## src/rtl/branch_history_table_gshare.sv

```systemverilog
// gshare BHT: saturating counters with combinational lookups; lookup 0 cycles, update 1 cycle, no backpressure.
// Updates are dropped while busy_o is high. Define BHT_GSHARE_GHR_EN to add the global history register to indexing.
module branch_history_table_gshare #(
  parameter int unsigned NR_ENTRIES = 64,
  parameter int unsigned NR_LOOKUP  = 2,
  parameter int unsigned CTR_BITS   = 2,
  parameter int unsigned GHR_BITS   = 6,
  parameter int unsigned ADDR_W     = 32
) (
  input  logic                             clk_i,
  input  logic                             rst_i,
  input  logic                             flush_i,
  input  logic                             debug_mode_i,
  input  logic                             fb_valid_i,
  input  logic                             fb_branch_taken_i,
  input  logic [ADDR_W-1:0]                fb_branch_pc_i,
  input  logic [NR_LOOKUP-1:0][ADDR_W-1:0] branch_pc_i,
  output logic [NR_LOOKUP-1:0]             predict_valid_o,
  output logic [NR_LOOKUP-1:0]             predict_taken_o,
  output logic                             busy_o,
  output logic [GHR_BITS-1:0]              ghr_o
);
  localparam int unsigned IDX    = $clog2(NR_ENTRIES);
  localparam int unsigned OFFSET = 2;
  localparam int unsigned PTR_W  = IDX + 1;
  localparam logic [CTR_BITS-1:0] CTR_INIT = {1'b1, {(CTR_BITS-1){1'b0}}};
  localparam logic [CTR_BITS-1:0] CTR_MAX  = {CTR_BITS{1'b1}};
  localparam logic [PTR_W-1:0]    PTR_LAST = PTR_W'(NR_ENTRIES - 1);

  typedef enum logic {IDLE, CLEAR} state_e;

  state_e                state_q;
  logic [PTR_W-1:0]      ptr_q;
  logic [NR_ENTRIES-1:0] valid_q;
  logic [CTR_BITS-1:0]   ctr_q [NR_ENTRIES];

  logic [IDX-1:0]        ghr_ext;
  logic                  upd_en;
  logic [IDX-1:0]        upd_idx;
  logic [CTR_BITS-1:0]   upd_cur;
  logic [CTR_BITS-1:0]   upd_nxt;
  logic [IDX-1:0]        lk_idx [NR_LOOKUP];
  logic                  unused_pc_bits;

  assign busy_o = (state_q == CLEAR);

  // A flush in the same cycle always wins over a resolved-branch update.
  assign upd_en  = (state_q == IDLE) && fb_valid_i && !debug_mode_i && !flush_i;
  assign upd_idx = fb_branch_pc_i[OFFSET +: IDX] ^ ghr_ext;
  assign upd_cur = ctr_q[upd_idx];

  always_comb begin
    upd_nxt = upd_cur;
    if (fb_branch_taken_i) begin
      if (upd_cur != CTR_MAX) upd_nxt = upd_cur + CTR_BITS'(1);
    end else begin
      if (upd_cur != '0) upd_nxt = upd_cur - CTR_BITS'(1);
    end
  end

`ifdef BHT_GSHARE_GHR_EN
  logic [GHR_BITS-1:0] ghr_q;

  // Truncating cast yields {ghr[GHR_BITS-2:0], taken}, which also covers GHR_BITS == 1.
  always_ff @(posedge clk_i or posedge rst_i) begin
    if (rst_i) begin
      ghr_q <= '0;
    end else if (flush_i) begin
      ghr_q <= '0;
    end else if (upd_en) begin
      ghr_q <= GHR_BITS'({ghr_q, fb_branch_taken_i});
    end
  end

  assign ghr_ext = IDX'(ghr_q);
  assign ghr_o   = ghr_q;
`else
  assign ghr_ext = '0;
  assign ghr_o   = '0;
`endif

  always_ff @(posedge clk_i or posedge rst_i) begin
    if (rst_i) begin
      state_q <= IDLE;
      ptr_q   <= '0;
      valid_q <= '0;
      for (int i = 0; i < NR_ENTRIES; i++) begin
        ctr_q[i] <= CTR_INIT;
      end
    end else begin
      unique case (state_q)
        IDLE: begin
          if (flush_i) begin
            state_q <= CLEAR;
            ptr_q   <= '0;
          end else if (upd_en) begin
            valid_q[upd_idx] <= 1'b1;
            ctr_q[upd_idx]   <= upd_nxt;
          end
        end
        CLEAR: begin
          valid_q[ptr_q[IDX-1:0]] <= 1'b0;
          ctr_q[ptr_q[IDX-1:0]]   <= CTR_INIT;
          if (flush_i) begin
            ptr_q <= '0;
          end else if (ptr_q == PTR_LAST) begin
            state_q <= IDLE;
          end else begin
            ptr_q <= ptr_q + PTR_W'(1);
          end
        end
        default: state_q <= IDLE;
      endcase
    end
  end

  // Predictions read the registered table; during the sweep they are forced to not-valid/not-taken.
  always_comb begin
    predict_valid_o = '0;
    predict_taken_o = '0;
    for (int i = 0; i < NR_LOOKUP; i++) begin
      lk_idx[i] = branch_pc_i[i][OFFSET +: IDX] ^ ghr_ext;
      if (state_q == IDLE) begin
        predict_valid_o[i] = valid_q[lk_idx[i]];
        predict_taken_o[i] = ctr_q[lk_idx[i]][CTR_BITS-1];
      end
    end
  end

  assign unused_pc_bits = ^{fb_branch_pc_i, branch_pc_i};

endmodule

```

## config.mk

```make
export PLATFORM = sky130hd
export DESIGN_NAME = branch_history_table_gshare
export DESIGN_NICKNAME = d
export VERILOG_FILES = /design/src/rtl/branch_history_table_gshare.sv
export SDC_FILE = /design/constraint.sdc
export NUM_CORES = 1
export LEC_CHECK = 0
export CORE_ASPECT_RATIO = 0.75
export CORE_MARGIN = 2
export CORE_UTILIZATION = 55
export CTS_CLUSTER_DIAMETER = 100
export DETAILED_ROUTE_END_ITERATION = 10
export DONT_BUFFER_PORTS = 1
export GPL_TIMING_DRIVEN = 0
export HOLD_SLACK_MARGIN = 0.12
export PLACE_DENSITY = 0.7
export SLEW_MARGIN = 30
export SYNTH_ARGS = -nofsm -noshare
export SYNTH_HDL_FRONTEND = slang
export SYNTH_SLANG_ARGS = --single-unit
```

## constraint.sdc

```tcl
create_clock -name clk_i -period 18.5 [get_ports clk_i]
set_input_delay 3.7 -clock clk_i [delete_from_list [all_inputs] [get_ports clk_i]]
set_output_delay 3.7 -clock clk_i [all_outputs]
set_load 0.01 [all_outputs]
```

==> results by group <==
Yosys
  • Leading post-synthesis cells by cell area: dfrtp_1, mux4_2, dfstp_2
  • Post-synth top cells: nand2_1, dfrtp_1, a21oi_1
  • Synth Flop Type: dfrtp_1
  • Post-Syn Area per Cell: 10.3 um^2
  • Register bit total from synthesis: 200
  • Cells after synthesis: 1175
  • Synth top area share: 0.280
  • Post-synth EDFFs: 0
  • Post-synth ARST share: 1.00
  • Area leader, netlist: dfrtp_1
  • Sequential share of the synthesized area: 0.418
  • Count leader, synth: nand2_1
  • Post-synth cell types: 59
  • Mapped Area: 12200 um^2
  • Yosys warns: 0

Global routing
  • Vias in the first global route: 10400
  • First-pass GRT wire length: 70400 um
  • Pin count of the biggest net entering global routing: 92
  • Gr ovfl total: 0
  • Initial antenna violation count: 3
  • GRT Util Overall: 0.428

Clock tree
  • Clk_lat worst skew: 0.46 ns
  • CTS clk-pin slew, worst paths: 0.07 ns
  • CTS tree: yes
  • Cts hold-fix bufs: 0
  • CTS root buf: clkbuf_16
  • Inserted Clock Buffers: 17
  • CTS H-tree depth: 4
  • Post-CTS resize count: 0
  • Clk sinks: 200
  • Post-CTS setup buffer count: 0
  • Clock tree buffer depth: 2

Final layout
  • Footprint of the multi-input gates: 6570 um^2
  • Total of fill cells in the finished design: 1825
  • FF+latch area: 5080 um^2
  • Final cell count without fillers: 1516
  • Layout Nets: 1312
  • Ant. Diodes: 0
  • Area Growth Syn to Fin: 9.72%
  • Share of cells above drive strength 1: 0.248

Detailed routing
  • Detailed Route Iter0 Violations: 1971
  • Routed length per instance: 32.1 um
  • Residual DRC: 0
  • Final ANT Viol Nets: 0
  • First-pass detailed-route iteration total: 5
  • Total wire length: 48600 um
  • Vias: 11100
  • Vias per Instance: 7.30

Placement
  • Placed cells: 1484
  • GPL Wtd Cong: 1.06
  • Hpwl dp: 34800 um
  • IO buf count: 0

STA
  • Max Clk Rate: 0.0980 GHz
  • Setup TNS: 0 ns
  • Tcrit/Tclk final: 0.552
  • Clock Skew: 0.0152 ns
  • Relative slew slack: 0.264
  • Final number of setup-violating endpoints: 0
  • Slew Limit Fails: 0
  • Final Hold Vio Count: 0
  • RSZ-0062 raised after global routing: no
  • Final min period: 10.21 ns
  • Slew @ Worst Pin: 1.10 ns

Power and ir drop
  • Psw: 316 uW
  • PwrDens: 77.5 nW/um^2
  • Power share of the sequential group: 0.450
  • Leakage: 0.00548 uW
  • Combinational power share: 0.164
  • VDD IR max: 63.0 uV
  • Clock power share: 0.386
  • Switching share of power: 0.306
  • Internal power: 718 uW

Floorplanning
  • Area of the die: 23300 um^2
  • Cell Rows: 47
  • # IOs: 113
  • Die width: 176 um
  • Starting density of the core: 0.556
  • Die Height: 133 um
  • Core region area: 21900 um^2

Critical path
  • CP endpoint kind: output port
  • Startpoint Class: input pin
  • R2r setup slk: 15.41 ns
  • Critical path arrival: 6.51 ns
  • CP Max Fanout: 10
  • Crit path kind: input pin to output port
  • Critical Path RT: 14.80 ns

Min path
  • Hold crit path type: flop to flop

Job
  • Max-cap violations: 0

Status
  • Status: complete, no violations
-- state kept, by name, summed over array words and instances, names as in the netlist --
name and flops:
valid_q 64, ctr_q 128, ptr_q 7, busy_o 1
-- cells in the final DEF, fill, tap and decap left out, drive strengths merged, types with 2 or more instances in the layout --
| cell type | Yosys | final |
|---|---|---|
| a211oi | 10 | 10 |
| mux2 | 8 | 8 |
| nand3b | 6 | 6 |
| clkinvlp | 0 | 3 |
| or3 | 2 | 2 |
| clkbuf | 38 | 59 |
| maj3 | 2 | 2 |
| nand3 | 52 | 52 |
| buf | 50 | 57 |
| a221oi | 8 | 8 |
| a21o | 26 | 26 |
| dfstp | 64 | 64 |
| nor3b | 33 | 33 |
| o32ai | 26 | 26 |
| nor3 | 13 | 13 |
| dfrtp | 136 | 136 |
| and2 | 10 | 10 |
| o21a | 5 | 5 |
| nand2 | 187 | 187 |
| mux2i | 16 | 16 |
| a21oi | 118 | 118 |
| nor2 | 106 | 106 |
| or3b | 3 | 3 |
| nor2b | 9 | 9 |
| bufinv | 0 | 2 |
| nand2b | 5 | 5 |
| and4 | 3 | 3 |
| and3 | 10 | 10 |
| o22ai | 4 | 4 |
| mux4 | 98 | 98 |
| a31oi | 8 | 8 |
| a22oi | 5 | 5 |
| a41oi | 2 | 2 |
| clkinv | 1 | 5 |
| and3b | 7 | 7 |
| o21ai | 58 | 58 |
| nand4 | 4 | 4 |
| inv | 31 | 36 |
| conb | 1 | 6 |
-- cell families (layout without fill, tap and decap cells) --
logic type | after synthesis | in the layout | synth area share
and+or+nand+nor | 454 | 454 | 0.175
xor gates and xnor gates | 1 | 1 | 0.000720
muxes | 122 | 122 | 0.204
buffers and inverters | 120 | 162 | 0.0485
AOI/OAI and AO/OA | 274 | 274 | 0.150
DFF | 200 | 200 | 0.418
adders and majority gates | 3 | 3 | 0.00278
other | 1 | 6 | 0.000308
-- area by class of cell --
cell class,count,area share
buffer,88,0.0355
timing repair buffer,10,0.00891
clock buffer,18,0.0329
multi-input combinational,860,0.492
clock inverter,14,0.0122
inverter,32,0.00956
tap,294,0.0276
sequential,200,0.381
-- final timing paths --
check / startpoint / endpoint / cells past startpoint
setup / recovery: branch_pc_i[3] / predict_taken_o[0] / 6
hold / removal: ctr_q[40] / ctr_q[40] / 2
setup reg to reg: busy_o / ctr_q[95] / 7
hold reg to reg: ctr_q[40] / ctr_q[40] / 2
max in group asynchronous: rst_i / ctr_q[51] / 2
min in group asynchronous: rst_i / valid_q[12] / 1
-- through the flow --
stage                     worst slack (ns)  hold WS, ns   util  area (um^2)  power, uW
final                                 8.29        0.505  0.610        13300       1030
after floorplan                       8.97        0.457      -        12200        570
after CTS                             8.43        0.502  0.610        13300       1020
after detailed placement              8.44        0.486  0.582        12700        633
after global routing                  8.35        0.527  0.610        13300       1050
after global placement                7.06        0.479  0.574        12500        627
-- power groups by stage --
| stage | clock, uW | sequential [uW] | combinational, uW |
|---|---|---|---|
| 2_1_floorplan | 0 | 467 | 102 |
| 3_3_place_gp | 0 | 472 | 156 |
| 3_5_place_dp | 0 | 472 | 161 |
| 4_1_cts | 395 | 464 | 161 |
| 5_1_grt | 412 | 467 | 173 |
| 6_report | 399 | 465 | 170 |
-- per-layer routing --
layer	GRT usage	vias up	routed length, um
met4	0.225	4	2870
met2	0.571	981	19400
li1	-	4391	-
met1	0.587	5462	18200
met5	0	-	31
met3	0.190	231	8070
-- worst max-delay path, cell delays in order --
cell and delay [ns]:
clkbuf_1 0.24, buf_1 0.82, mux4_2 0.44, mux4_2 0.60, mux4_2 0.50, and2_1 0.20
No activity file was read; power rests on OpenSTA's default activity.
